==> src/rtl/io_port_pkg.sv <==
// io_port_pkg
//   Shared constants and select-range helpers for the Nibbler I/O port bank.
//   The port select is the instruction operand:
//     0 .. NUM_IN-1         -> read synchronised input data of a port
//     NUM_IN .. 2*NUM_IN-1  -> read (and clear) a port's sticky edge flags
package io_port_pkg;

    localparam int IO_DATA_W  = 4;
    localparam int IO_NUM_IN  = 3;
    localparam int IO_NUM_OUT = 3;

    function automatic logic is_data_sel(input int unsigned sel, input int unsigned num_in);
        return sel < num_in;
    endfunction

    function automatic logic is_flag_sel(input int unsigned sel, input int unsigned num_in);
        return (sel >= num_in) && (sel < 2 * num_in);
    endfunction

endpackage

==> src/rtl/io_port_sync.sv <==
// io_port_sync
//   One input port: SYNC_STAGES-deep synchroniser, previous-sample register,
//   rising-edge detect and sticky per-bit edge flags.
// Ports:
//   clk, reset  - clock, async active-high reset
//   pins        - asynchronous input pins of this port
//   set_en      - allows rises to set flags (low during warm-up)
//   clr         - clear all flags of this port at this edge (flag read)
//   sync        - last synchroniser stage
//   rise        - sync & ~prev (combinational)
//   flags       - sticky rising-edge flags
module io_port_sync
    import io_port_pkg::*;
#(
    parameter int DATA_W      = IO_DATA_W,
    parameter int SYNC_STAGES = 2
) (
    input  logic              clk,
    input  logic              reset,
    input  logic [DATA_W-1:0] pins,
    input  logic              set_en,
    input  logic              clr,
    output logic [DATA_W-1:0] sync,
    output logic [DATA_W-1:0] rise,
    output logic [DATA_W-1:0] flags
);

    // chain[0] is the flop nearest the pins, chain[SYNC_STAGES-1] is sync
    logic [SYNC_STAGES-1:0][DATA_W-1:0] chain;
    logic [DATA_W-1:0]                  prev;
    logic [DATA_W-1:0]                  flags_nxt;

    assign sync = chain[SYNC_STAGES-1];
    assign rise = sync & ~prev;

    // Clear first, then set: a rise in the same cycle as a read survives
    assign flags_nxt = (clr ? '0 : flags) | (set_en ? rise : '0);

    always_ff @(posedge clk or posedge reset) begin
        if (reset) begin
            chain <= '0;
            prev  <= '0;
            flags <= '0;
        end else begin
            chain <= {chain[SYNC_STAGES-2:0], pins};
            prev  <= sync;
            flags <= flags_nxt;
        end
    end

endmodule

==> src/rtl/io_port_bank.sv <==
// io_port_bank
//   Parametrised I/O port bank: synchronised inputs with sticky rising-edge
//   flags (clear-on-read, irq) and registered output latches.
// Ports:
//   clk, reset   - clock, async active-high reset
//   notOeIN      - active-low read strobe
//   notLoadOut   - active-low output-load strobe
//   port_sel     - port select (instruction operand)
//   bus_wr_data  - data bus value latched on a write
//   in_pins      - async input pins, port k = [k*DATA_W +: DATA_W]
//   rd_data      - read data for the bus driver
//   rd_en        - bus driver enable
//   out_pins     - output latches, port k = [k*DATA_W +: DATA_W]
//   edge_flags   - sticky rising-edge flags, same layout as in_pins
//   irq          - OR of all edge flags
module io_port_bank
    import io_port_pkg::*;
#(
    parameter int DATA_W      = IO_DATA_W,
    parameter int NUM_IN      = IO_NUM_IN,
    parameter int NUM_OUT     = IO_NUM_OUT,
    parameter int SEL_W       = 4,
    parameter int SYNC_STAGES = 2
) (
    input  logic                      clk,
    input  logic                      reset,
    input  logic                      notOeIN,
    input  logic                      notLoadOut,
    input  logic [SEL_W-1:0]          port_sel,
    input  logic [DATA_W-1:0]         bus_wr_data,
    input  logic [NUM_IN*DATA_W-1:0]  in_pins,
    output logic [DATA_W-1:0]         rd_data,
    output logic                      rd_en,
    output logic [NUM_OUT*DATA_W-1:0] out_pins,
    output logic [NUM_IN*DATA_W-1:0]  edge_flags,
    output logic                      irq
);

    // Flags are blocked for SYNC_STAGES+1 edges after reset so that pins
    // already high when reset releases do not register as edges.
    localparam int WARM_N = SYNC_STAGES + 1;
    localparam int CNT_W  = $clog2(WARM_N + 1);

    logic [CNT_W-1:0] warm_cnt;
    logic             warm_done;

    logic [NUM_IN-1:0][DATA_W-1:0]  in_arr;
    logic [NUM_IN-1:0][DATA_W-1:0]  sync_all;
    logic [NUM_IN-1:0][DATA_W-1:0]  rise_all;
    logic [NUM_IN-1:0][DATA_W-1:0]  flag_all;
    logic [NUM_IN-1:0]              clr;
    logic [NUM_OUT-1:0][DATA_W-1:0] out_q;
    logic                           irq_nxt;

    assign in_arr     = in_pins;
    assign edge_flags = flag_all;
    assign out_pins   = out_q;
    assign warm_done  = (warm_cnt == CNT_W'(WARM_N));

    always_ff @(posedge clk or posedge reset) begin
        if (reset)
            warm_cnt <= '0;
        else if (!warm_done)
            warm_cnt <= warm_cnt + CNT_W'(1);
    end

    for (genvar k = 0; k < NUM_IN; k++) begin : g_in
        assign clr[k] = !notOeIN && (port_sel == SEL_W'(NUM_IN + k));

        io_port_sync #(
            .DATA_W      (DATA_W),
            .SYNC_STAGES (SYNC_STAGES)
        ) u_sync (
            .clk    (clk),
            .reset  (reset),
            .pins   (in_arr[k]),
            .set_en (warm_done),
            .clr    (clr[k]),
            .sync   (sync_all[k]),
            .rise   (rise_all[k]),
            .flags  (flag_all[k])
        );
    end

    // irq tracks the flags' next state so it changes on the same edge
    always_comb begin
        irq_nxt = 1'b0;
        for (int k = 0; k < NUM_IN; k++)
            irq_nxt = irq_nxt | (|((clr[k] ? '0 : flag_all[k]) |
                                   (warm_done ? rise_all[k] : '0)));
    end

    always_ff @(posedge clk or posedge reset) begin
        if (reset)
            irq <= 1'b0;
        else
            irq <= irq_nxt;
    end

    // Read decode: purely combinational, a same-cycle write cannot affect it
    always_comb begin
        rd_data = '0;
        rd_en   = 1'b0;
        if (!notOeIN && !reset) begin
            rd_en = is_data_sel(32'(port_sel), NUM_IN) ||
                    is_flag_sel(32'(port_sel), NUM_IN);
            for (int k = 0; k < NUM_IN; k++) begin
                if (port_sel == SEL_W'(k))
                    rd_data = sync_all[k];
                if (port_sel == SEL_W'(NUM_IN + k))
                    rd_data = flag_all[k];
            end
        end
    end

    always_ff @(posedge clk or posedge reset) begin
        if (reset) begin
            out_q <= '0;
        end else begin
            for (int k = 0; k < NUM_OUT; k++)
                if (!notLoadOut && (port_sel == SEL_W'(k)))
                    out_q[k] <= bus_wr_data;
        end
    end

endmodule

==> config.mk <==
export PLATFORM = sky130hd
export DESIGN_NAME = io_port_bank
export DESIGN_NICKNAME = d
export VERILOG_FILES = /design/src/rtl/io_port_pkg.sv /design/src/rtl/io_port_sync.sv /design/src/rtl/io_port_bank.sv
export SDC_FILE = /design/constraint.sdc
export NUM_CORES = 1
export LEC_CHECK = 0
export ABC_CLOCK_PERIOD_IN_PS = 1400
export CAP_MARGIN = 20
export CORE_MARGIN = 2
export CORE_UTILIZATION = 42
export DETAILED_ROUTE_END_ITERATION = 7
export GPL_TIMING_DRIVEN = 1
export PLACE_DENSITY = 0.66
export SYNTH_ARGS = -nofsm -noshare
export SYNTH_HDL_FRONTEND = slang
export SYNTH_HIERARCHICAL = 1
export SYNTH_SLANG_ARGS = --single-unit
==> constraint.sdc <==
create_clock -name clk -period 1.4 [get_ports clk]
set_input_delay 0.28 -clock clk [delete_from_list [all_inputs] [get_ports clk]]
set_output_delay 0.28 -clock clk [all_outputs]
set_load 0.005 [all_outputs]
== Word level (Yosys, flattened, before mapping) ==
Cells that the tools add are included.

* Memories kept: 0
* Memory bits (read-only): 0
* Output and inout port bits: 30
* Bits in registers: 63
* Input port bits: 24
* Bits in latches: 0
* RAM bits: 0

* Div/mod/pow operators: 0
* $add $sub $neg: 1
* $mul: 0
* Reductions and logical operators: 16
* Magnitude comparators: 3
* Bitwise logic cells: 11
* Shift-type cells: 0
* Mux-type cells: 14
* Equality and inequality tests: 6

{| class="wikitable"
|+ Operators by type and width
! operator !! number
|-
| 2-to-1 mux 4 bit || 13
|-
| AND 4 bit || 3
|-
| NOT 4 bit || 3
|-
| OR 4 bit || 3
|-
| OR reduction 4 bit || 3
|-
| == test 4 x 2 -> 1 bit, second input constant || 2
|-
| == test 4 x 3 -> 1 bit, second input constant || 2
|-
| logical AND 1 bit || 8
|-
| == test 4 x 1 -> 1 bit, second input constant || 1
|-
| >= comparator 4 x 2 -> 1 bit, second input constant || 1
|-
| zero test 4 bit || 1
|-
| less-than comparator 4 x 2 -> 1 bit, second input constant || 1
|-
| less-than comparator 4 x 3 -> 1 bit, second input constant || 1
|-
| zero test 1 bit || 3
|-
| adder 2 x 1 -> 2 bit, second input constant || 1
|-
| == test 2 bit, second input constant || 1
|-
| OR 1 bit || 2
|-
| logical OR 1 bit || 1
|-
| 2-to-1 mux 1 bit || 1
|}

== Longest topological paths before layout ==
Gate-level depths: netlist of the first run.

* Word-level depth: 8
* Mapped depth: 5
* Gate-level depth less buffers: 5

== Hierarchy ==
The synthesis of the first run kept the hierarchy.

{| class="wikitable"
|+ Modules (own cells, without submodules)
! module !! instances !! cells an instance !! area an instance (um^2)
|-
| io_port_sync || 3 || 30 || 528.0
|-
| io_port_bank || 1 || 87 || 940.9
|}

== Worst setup path before layout of the first run ==
Ideal clock, no wire load.

* Path kind: input to register
* Start: in port_sel[0]
* End: reg out_q (netlist bit out_pins[10])
* Data required time: 1.275 ns
* Arrival time: 1.318 ns
* Stages: 4
* Path slack: -0.043 ns
* Path through: buf_6 or3b_4 nor3_4 mux2_2

* Longest elaborated chain between the ends: 2

{| class="wikitable"
|+ Ends and longest elaborated chain
! item !! RTL line !! text
|-
| start, declared || io_port_bank.sv:29 || <nowiki>input logic [SEL_W-1:0] port_sel,</nowiki>
|-
| == test 4 x 2 -> 1 bit || io_port_bank.sv:121 || <nowiki>if (!notLoadOut && (port_sel == SEL_W'(k)))</nowiki>
|-
| logical AND 1 bit || io_port_bank.sv:121 ||
|-
| end signal, assigned by index || io_port_bank.sv:122 || <nowiki>out_q[k] <= bus_wr_data;</nowiki>
|-
| end, declared || io_port_bank.sv:52 || <nowiki>logic [NUM_OUT-1:0][DATA_W-1:0] out_q;</nowiki>
|}

Every way passes these cells.
A chain may end at the register's enable or synchronous reset.

== Worst setup path after layout of the first run ==
* Start: in port_sel[3]
* End: out rd_data[2]

* Longest elaborated chain between the ends: 8
* Elaborated cells between the ends (all ways): 13
* Classes of those cells: eq/ne (5); mux (7); reduce/logical (1)

{| class="wikitable"
|+ Ends and longest elaborated chain
! item !! RTL line !! text
|-
| zero test 4 bit || io_port_bank.sv:108 || <nowiki>if (port_sel == SEL_W'(k))</nowiki>
|-
| 2-to-1 mux 4 bit || io_port_bank.sv:108 ||
|-
| 2-to-1 mux 4 bit || io_port_bank.sv:110 || <nowiki>if (port_sel == SEL_W'(NUM_IN + k))</nowiki>
|-
| 2-to-1 mux 4 bit || io_port_bank.sv:108 ||
|-
| 2-to-1 mux 4 bit || io_port_bank.sv:110 ||
|-
| 2-to-1 mux 4 bit || io_port_bank.sv:108 ||
|-
| 2-to-1 mux 4 bit * || io_port_bank.sv:110 ||
|-
| 2-to-1 mux 4 bit * || io_port_bank.sv:104 || <nowiki>if (!notOeIN && !reset) begin</nowiki>
|-
| end, declared || io_port_bank.sv:32 || <nowiki>output logic [DATA_W-1:0] rd_data,</nowiki>
|}

Mark *: on every way between the ends. The rest lies on a longest branch, timed or not.

==> results.md, run 1 <==
* CTS max path bufs at 2
* Worst path arrival time at ~1.5 ns
* Register Area at around 1600 um2
* Initial antenna violation count at 0
* Distinct cells, synth at 33
* Nets at 310
* Starting Density at between 40% and 50%
* CP Class: in2out
* WL/cell at around 16 um
* Drt via density at between 4 and 5
* Area Growth Syn to Fin at 51.5%
* H-tree Lvls at 3
* Synth area leader: dfrtp_1
* Syn_nets at ~200
* Iter 0 DRT Violations at 73
* Total global routing track utilization at 19.2%
* Number of global-route vias before repair at roughly 2.0k
* Synth async-reset ratio at 100%
* Avg Inst Size Synth at 14.3 um2
* R2R setup slack at -0.04 ns
* Cell area after layout at between 3000 and 4000 um2
* Slew @ Worst Pin at approximately 0.37 ns
* Clock skew at a little over 0.008 ns
* Buffer and inverter count on the worst path at 2
* Multi-input logic area at between 900 and 1000 um2
* Worst skew pair latency at approximately 0.33 ns
* Crit-path leading delay family: compound AO/OA/AOI/OAI gates
* ANT nets after route at 0
* Top-area cell type share of the netlist area at about 62%
* Required time worst endpoint at between 1 and 1.5 ns
* Max_slew headroom at approximately three quarters
* Peak supply drop at roughly 830 uV
* Area after DPL at roughly 3400 um2
* Residual DRC count at 0
* Total grt overflow at 0
* CTS buffer count at 9
* Layout cell share with drive strength beyond 1 at about 47%
* I/O Pins at 54
* CTS tree: yes
* FP Rows at 28
* Synth warn at 6
* DRT Wirelength at 5850 um
* FF-to-FF Start: g_in[2].u_sync/flags[2]
* Crit start category: input pin
* Fin. max-slew vios at 0
* Fmax at 566 MHz
* Initial DRT Pass Iterations at 4
* Final worst slack at -0.367 ns
* Clock slew at reported path FFs at around 0.07 ns
* Yosys reg bits at 63
* Number of synthesized flops with an enable pin at 0
* Status: finished, violations left
* Critical path endpoint category: primary output
* Post-route core utilization at around two thirds
* First-pass GRT wire length at between 9000 and 10,000 um
* Core ar. at roughly 5900 um2
* Critical path peak fanout at 2
* Fillers at between 400 and 500
* RSZ-0062 raised after global routing: yes
* Worst Hold Class: reg2reg
* Power, Total at 4.50 mW
* Chip width at between 80 and 90 um
* Most used DFF post-synth: dfrtp_1
* Hold Startpoint: g_in[1].u_sync/chain[1]
* Final period util at 126%
* Detail Placement HPWL at ~3900 um
* P per Cell Area at between 1000 and 1500 nW/um2
* Maxcap violations at 0
* Final min period at 1.77 ns
* Mapped Area at between 2000 and 3000 um2
* Setup violators final at 6
* Syn Inst Count at roughly 180
* Final hold viol count at 0
* Diode count at 0
* Critical Path, Cell by Cell: buf_6 -> or3_4 -> a21oi_4 -> o21ai_2 -> a2111oi_2 -> buf_2
* Static Leak at about 1.7 nW
* # port buffers at 53
* Sequential share of the synthesized area at 62.4%
* CP startpoint: port_sel[3]
* Die span in y at 81.5 um
* Worst stage delay on the critical path at approximately 0.39 ns
* Violated checks: setup timing
* Slowest-stage cell, CP: or3_4
* CTS sink count at 63
* Clk root buf: clkbuf_8
* Largest net degree at the start of global routing at 17
* Die ar. at 6650 um2
* Vias at around 1.8k
* GP Congestion at a little over 0.8
* Synth area leaders: dfrtp_1 62%, nor2b_4 6.5%, mux2_2 6.2%
-- cell families after synthesis --
group           count (synthesis)  share of synthesized area [%]
compound gates                 27                           9.07
xor+xnor                        1                          0.347
fa+ha+maj                       1                          0.495
buf+inv                        23                           5.60
flops                          63                           62.4
mux                            18                           7.83
simple gates                   44                           14.2
-- worst register-to-register path, delay by kind of cell (launching register included) --
kind	cells	cell delay, ns
flops	1	0.40
compound gates	2	0.34
simple gates	1	0.30
buf+inv	1	0.13
mux	1	0.13
-- final timing paths --
| kind | to | depth (start not counted) |
|---|---|---|
| max reg2reg | irq | 5 |
| max | rd_data[2] | 6 |
| min in group asynchronous | g_in[2].u_sync/sync[2] | 4 |
| min | g_in[1].u_sync/sync[1] | 0 |
| max in group asynchronous | g_in[2].u_sync/prev[3] | 5 |
| min reg2reg | g_in[1].u_sync/sync[1] | 0 |
-- metal layers --
metal  part of all wire, %  vias to the layer above  global-route usage (%)
met1                    42                      903                    23.1
met4                   1.5                        0                    8.64
met5                     0                        -                       0
li1                      -                      835                       -
met3                   5.9                        8                    5.60
met2                    51                       71                    32.0
-- layout by cell type, fill, tap and decap left out, types with 2 or more instances in the layout --
cell type,count
buf_2,8
a221oi_2,3
nor2b_4,12
buf_4,46
nand2_1,4
nor2_1,6
clkbuf_8,10
clkdlybuf4s50_1,17
mux2_4,5
clkbuf_2,3
inv_1,8
nor3_1,3
buf_6,14
a21oi_1,3
nor4_2,2
clkdlybuf4s15_1,7
dfrtp_1,63
mux2_2,9
o221ai_1,3
clkinv_2,2
bufinv_16,2
mux2i_1,3
buf_12,3
a22o_1,12
nor4_4,3
dlygate4sd2_1,13
-- synthesized netlist by cell type (2+ instances only) --
cell type / number
mux2_2: 14
nand2b_1: 2
dfrtp_1: 63
nor2b_4: 12
a221oi_1: 3
mux2i_1: 4
nand2_1: 4
nor2_1: 7
buf_2: 2
a22o_1: 12
nor3_1: 4
a21oi_1: 4
inv_1: 8
o221ai_1: 3
nor4_1: 6
buf_4: 12
-- final cells by class --
type | count | share of cell area, %
clock buffer | 11 | 3.70
clock inverter | 4 | 1.83
multi-input combinational | 91 | 24.4
sequential | 63 | 41.2
tap | 75 | 2.45
inverter | 8 | 0.785
timing repair buffer | 112 | 25.7
-- report_power, final --
group | internal [mW] | switching [mW]
registers | 1.98 | 0.0888
clock network | 1.04 | 0.665
logic | 0.463 | 0.270
total | 3.48 | 1.02
-- sequential cells by signal, summed over array words and instances (netlist names) --
| name | count |
|---|---|
| warm_cnt | 2 |
| g_in.u_sync/prev | 12 |
| g_in.u_sync/sync | 12 |
| irq | 1 |
| g_in.u_sync/chain | 12 |
| out_pins | 12 |
| g_in.u_sync/flags | 12 |
-- what timing repair did --
action                                 in CTS  in global routing
endpoints found under the hold margin       3                  0
hold buffers                                1                  0
pin swaps                                  14                  9
resized for setup                         119                 12
setup endpoints to repair                  56                 14
setup buffers                              15                  4
-- stage by stage --
step	setup TNS (ns)	instances	hold WS, ns	setup slack, ns
after floorplan	-0.201	177	0.181	-0.0433
after global placement	-16.52	334	0.332	-0.989
after detailed placement	-16.68	334	0.335	-1.03
after CTS	-1.73	363	0.351	-0.369
after global routing	-1.55	364	0.361	-0.410
final	-1.25	364	0.350	-0.367
No activity file was read; power rests on OpenSTA's default activity.
==> run 2, diff against run 1 <==
MAX_ROUTING_LAYER = met4   (was unset)
REMOVE_ABC_BUFFERS = 1   (was unset)
==> run 2 against run 1 <==
  * The flow still finishes with violations (setup timing)
  * Die area stayed put
  * Worst setup slack worse by 0.042 ns
  * Sequential power hardly changed
  * First-iteration DRC count is 78% higher
  * Global-route usage is 0.42 points higher
  * Design area hardly changed
  * Critical path type is now reg2out
  * Critical endpoint is now rd_data[1]
==> results.md, run 2 (synthesis gave the netlist of run 1 again) <==
* Status: finished, violations left
* Violated checks: setup timing
* Nets at approximately 320
* Starting Density at between 40 and 50%
* Worst stage delay on the critical path at 0.41 ns
* Clock power frac at between 30% and 40%
* Fmax at about 550 MHz
* Total global routing track utilization at between 10% and 20%
* Area Growth Syn to Fin at 51.6%
* Maxcap violations at 0
* Initial antenna violation count at 0
* # port buffers at 53
* Static Leak at around 1.8 nW
* Register Area at approximately 1600 um2
* Worst path arrival time at around 1.5 ns
* CTS max path bufs at 2
* Clock slew at reported path FFs at ~0.08 ns
* CTS tree: yes
* Clock skew at between 0.01 and 0.015 ns
* Multi-input logic area at between 800 and 900 um2
* Layout cell share with drive strength beyond 1 at around half
* I/O Pins at 54
* Vias at about 1.9k
* Worst Hold Class: in2async
* GP Congestion at between 0.8 and 0.9
* Largest net degree at the start of global routing at 17
* FP Rows at 28
* WL/cell at 16.5 um
* Slowest-stage cell, CP: dfrtp_1
* CTS buffer count at 9
* Die ar. at 6650 um2
* Required time worst endpoint at roughly 1.1 ns
* Worst skew pair latency at roughly 0.35 ns
* Sw frac at 23.8%
* First-pass GRT wire length at roughly 9000 um
* Initial DRT Pass Iterations at 4
* Critical Path, Cell by Cell: mux2i_1 -> nor2_1 -> a221oi_2 -> a21oi_1 -> buf_2
* H-tree Lvls at 3
* Final worst slack at -0.409 ns
* RSZ-0062 raised after global routing: yes
* Crit start category: flop
* Internal Power at approximately 3.4 mW
* Fin. max-slew vios at 0
* Power, Total at about 4.5 mW
* Commonest cells after routing, fill and taps aside: 63 x dfrtp_1, 47 x buf_4, 27 x buf_6
* Drt via density at approximately 5
* CP startpoint: g_in[0].u_sync/flags[1]
* Residual DRC count at 0
* Commonest non-fill, non-tap cell in the layout: dfrtp_1
* DRT Wirelength at 6100 um
* P per Cell Area at roughly 1200 nW/um2
* Power share of the sequential group at 46.3%
* CTS sink count at between 60 and 70
* Chip width at about 80 um
* Max_slew headroom at between 70% and 80%
* Number of global-route vias before repair at between 1.5k and 2k
* Fillers at between 400 and 500
* Slew @ Worst Pin at about 0.39 ns
* Clk root buf: clkbuf_8
* Core ar. at 5850 um2
* FF-to-FF Start: g_in[0].u_sync/flags[1]
* Setup violators final at 7
* Post-route core utilization at between 60 and 70%
* Diode count at 0
* Final hold viol count at 0
* Total grt overflow at 0
* Sw power at 1.06 mW
* Die span in y at between 80 and 90 um
* Critical path peak fanout at 2
* ANT nets after route at 0
* Critical path endpoint category: primary output
* Worst hold slack at ~0.1 ns
* Detail Placement HPWL at between 4000 and 5000 um
* CP Class: reg2out
* Final min period at approximately 1.8 ns
* Combinational power share at roughly 16%
* R2R setup slack at -0.05 ns
* Iter 0 DRT Violations at 130
* Peak supply drop at 721 uV
* Final period util at 129%
run 2: power groups by stage:
stage | clock network (mW) | registers (mW) | logic (mW)
after CTS | 1.68 | 2.06 | 0.673
after detailed placement | 0 | 2.10 | 0.680
after floorplan | 0 | 2.10 | 0.209
after global placement | 0 | 2.10 | 0.666
after global routing | 1.81 | 2.08 | 0.784
final | 1.67 | 2.07 | 0.725
run 2: metrics by stage:
step | instance area (um2) | TNS (ns) | cells | worst slack, ns
after floorplan | 2410 | -0.0280 | 162 | -0.0280
after global placement | 3380 | -17.82 | 336 | -1.04
after detailed placement | 3380 | -18.37 | 336 | -1.07
after CTS | 3700 | -1.54 | 363 | -0.373
after global routing | 3830 | -2.21 | 370 | -0.493
final | 3830 | -1.75 | 370 | -0.409
run 2: area by class of cell:
class | instances | share of cell area (%)
Clock inverter | 4 | 1.34
Timing Repair Buffer | 117 | 26.4
Inverter | 8 | 0.785
Multi-Input combinational cell | 91 | 23.5
Clock buffer | 12 | 4.32
Sequential cell | 63 | 41.2
Tap cell | 75 | 2.45
run 2: what timing repair did:
action	4_1_cts	5_1_grt
setup buffers	13	10
hold buffers	0	0
cloned	0	0
pin swaps	12	6
endpoints found under the setup margin	52	20
resized for setup	118	29
run 2: worst paths after layout:
kind                                           endpoint  cells past startpoint
min in group clk                 g_in[1].u_sync/sync[3]                      0
worst min-delay path                        out_pins[3]                      4
worst min register to register   g_in[1].u_sync/sync[3]                      0
worst max register to register                      irq                      6
worst max-delay path                         rd_data[1]                      5
max in group asynchronous       g_in[1].u_sync/chain[1]                      4
run 2: worst max-delay path, delay by kind of cell, from the launching register on:
kind / cells / cell delay, ns
buffers and inverters: 1 / 0.14
AOI/OAI and AO/OA: 2 / 0.29
DFF: 1 / 0.41
and+or+nand+nor: 1 / 0.10
muxes: 1 / 0.24
run 2: routing by layer:
layer  up-vias  track usage [%]  share of wire, %
met2        73             29.2                48
met3        22             4.40               5.0
met1       926             23.7                42
met5         -                -                 0
li1        854                -                 -
met4         0             13.7               4.7
==> run 3, diff against run 2 <==
CORE_MARGIN = 1.5   (was 2)
CORE_UTILIZATION = 50   (was 42)
PLACE_DENSITY = 0.77   (was 0.66)
==> run 3 against run 2 <==
  * Core utilization up 15 points
  * Design area increased by 0.26%
  * First-iteration DRC count fell by 22%
  * Global-route usage rose by 6.8 points
  * Register-to-register slack lost 0.11 ns
  * The run still ends with setup timing left
  * Clock skew fell by 0.0046 ns
  * Largest power group unchanged
  * Die area shrank 17%
  * Sequential power hardly changed
  * Final cell count shrank 1.1%
  * Sequential share of layout area shrank 0.11 points
  * Non-clock buffer count rose by 4
==> results.md, run 3 (synthesis gave the netlist of run 1 again) <==
* Status: finished, violations left
* Violated checks: setup timing
* CTS buffer count at 9
* Drt via density at 5.32
* Peak supply drop at 718 uV
* Final period util at 122%
* FF-to-FF Start: g_in[1].u_sync/sync[3]
* Critical path peak fanout at 2
* I/O Pins at 54
* DRT Wirelength at 7000 um
* Final worst slack at -0.308 ns
* Worst hold slack at just over 0.1 ns
* GR Util met2 at between 40% and 50%
* Critical path endpoint category: primary output
* Commonest cells after routing, fill and taps aside: 63 x dfrtp_1, 52 x buf_4, 24 x buf_6
* Layout cell share with drive strength beyond 1 at 49.5%
* Clock slew at reported path FFs at around 0.080 ns
* Worst path arrival time at approximately 1.4 ns
* Iter 0 DRT Violations at 101
* R2R setup slack at -0.16 ns
* Buffer and inverter count on the worst path at 1
* Largest net degree at the start of global routing at 17
* # port buffers at 53
* Static Leak at 1.76 nW
* Fin. max-slew vios at 0
* Worst skew pair latency at roughly 0.34 ns
* Total grt overflow at 0
* Met1 GRT Util at a little under 30%
* ANT nets after route at 0
* Starting Density at about 53%
* FP Rows at 25
* Total global routing track utilization at roughly a quarter
* Crit start category: flop
* Clk root buf: clkbuf_8
* Post-route core utilization at ~80%
* Final hold viol count at 0
* H-tree Lvls at 3
* Final min period at 1.71 ns
* Vias at 1,947
* Reg2reg end: irq
* Diode count at 0
* CTS sink count at 63
* Chip width at between 70 and 80 um
* Core ar. at 4790 um2
* WL/cell at 19.1 um
* Layout Cells excl Fill at 366
* Slew @ Worst Pin at roughly 0.36 ns
* Placed cell count at approximately 330
* Cell area after layout at roughly 3800 um2
* Worst Hold Class: in2async
* Critical Path, Cell by Cell: mux2i_1 -> nor2_1 -> a221oi_2 -> a21oi_1 -> buf_2
* Die span in y at around 74 um
* Maxcap violations at 0
* First-pass GRT wire length at 9880 um
* Number of global-route vias before repair at 1,947
* Area Growth Syn to Fin at 52.0%
* Worst stage delay on the critical path at between 0.4 and 0.5 ns
* Max_slew headroom at 75.9%
* Initial DRT Pass Iterations at 4
* CTS max path bufs at 2
* RSZ-0062 raised after global routing: yes
* GR peak layer: met2
* Area after DPL at between 3000 and 4000 um2
* CP startpoint: g_in[1].u_sync/sync[1]
* Crit-path leading delay family: flip-flops
* P per Cell Area at 1150 nW/um2
* Fmax at roughly 590 MHz
* Required time worst endpoint at between 1 and 1.5 ns
* R2r worst-path depth at 7
* CTS tree: yes
* M3 GR Usage at between 4 and 5%
* Commonest non-fill, non-tap cell in the layout: dfrtp_1
* Initial antenna violation count at 0
* Detail Placement HPWL at ~4200 um
* Clock skew at approximately 0.0086 ns
* Residual DRC count at 0
* Die ar. at about 5500 um2
* Slowest-stage cell, CP: dfrtp_1
* Setup violators final at 7
* Nets at between 300 and 400
* GP Congestion at around 0.89
* CP Class: reg2out
run 3: changes by cell type in the layout (fill, tap and decap cells not counted), moves of 2 or more:
cell,change
buf_6,-3
clkinv_4,+3
mux2_4,+5
buf_4,+5
clkdlybuf4s15_1,+4
nor4_2,+3
nor4_4,-2
buf_2,-2
clkbuf_8,-3
mux2_2,-5
run 3: area by class of cell:
class | instances | area [um2]
repair buffers | 121 | 1050
inverters | 8 | 30.0
clock inverters | 7 | 73.8
multi-input cells | 91 | 900
flip-flops and latches | 63 | 1580
clock buffers | 9 | 124
fillers | 255 | 948
well taps | 67 | 83.8
run 3: repair_timing:
item | 4_1_cts | 5_1_grt
resized for setup | 123 | 22
endpoints found under the setup margin | 52 | 22
cloned | 0 | 0
buffers inserted | 20 | 7
hold buffers | 0 | 0
pin swaps | 11 | 10
run 3: where the power goes:
part | internal [mW] | switching, mW | total (mW)
clock network | 0.823 | 0.735 | 1.56
registers | 1.98 | 0.0937 | 2.07
logic | 0.475 | 0.296 | 0.771
total | 3.27 | 1.12 | 4.40
run 3: stage by stage:
stage               power [mW]  setup WS (ns)  TNS (ns)
global placement          2.75          -1.04    -19.07
finish                    4.40         -0.308     -1.53
detailed placement        2.78          -1.07    -18.93
CTS                       4.34         -0.348     -1.54
floorplan                 2.31        -0.0280   -0.0280
global route              4.57         -0.373     -2.42
run 3: tightest hold or removal path: stages:
cell	delay (ns)
buf_2	0.13
buf_4	0.14
inv_1	0.04
buf_4	0.21
run 3: how the worst max path moves through the flow:
stage / end / slack (ns) / cells past startpoint
finish: rd_data[1] / -0.31 / 5
global route: rd_data[1] / -0.37 / 5
CTS: rd_data[2] / -0.35 / 5
detailed placement: rd_data[3] / -1.07 / 5
global placement: rd_data[3] / -1.04 / 5
floorplan: rd_data[2] / -0.03 / 4
run 3: routing by layer:
layer	vias up	wire, um
met5	-	0
met4	0	306
met3	28	339
met2	89	3740
met1	973	2620
li1	857	-
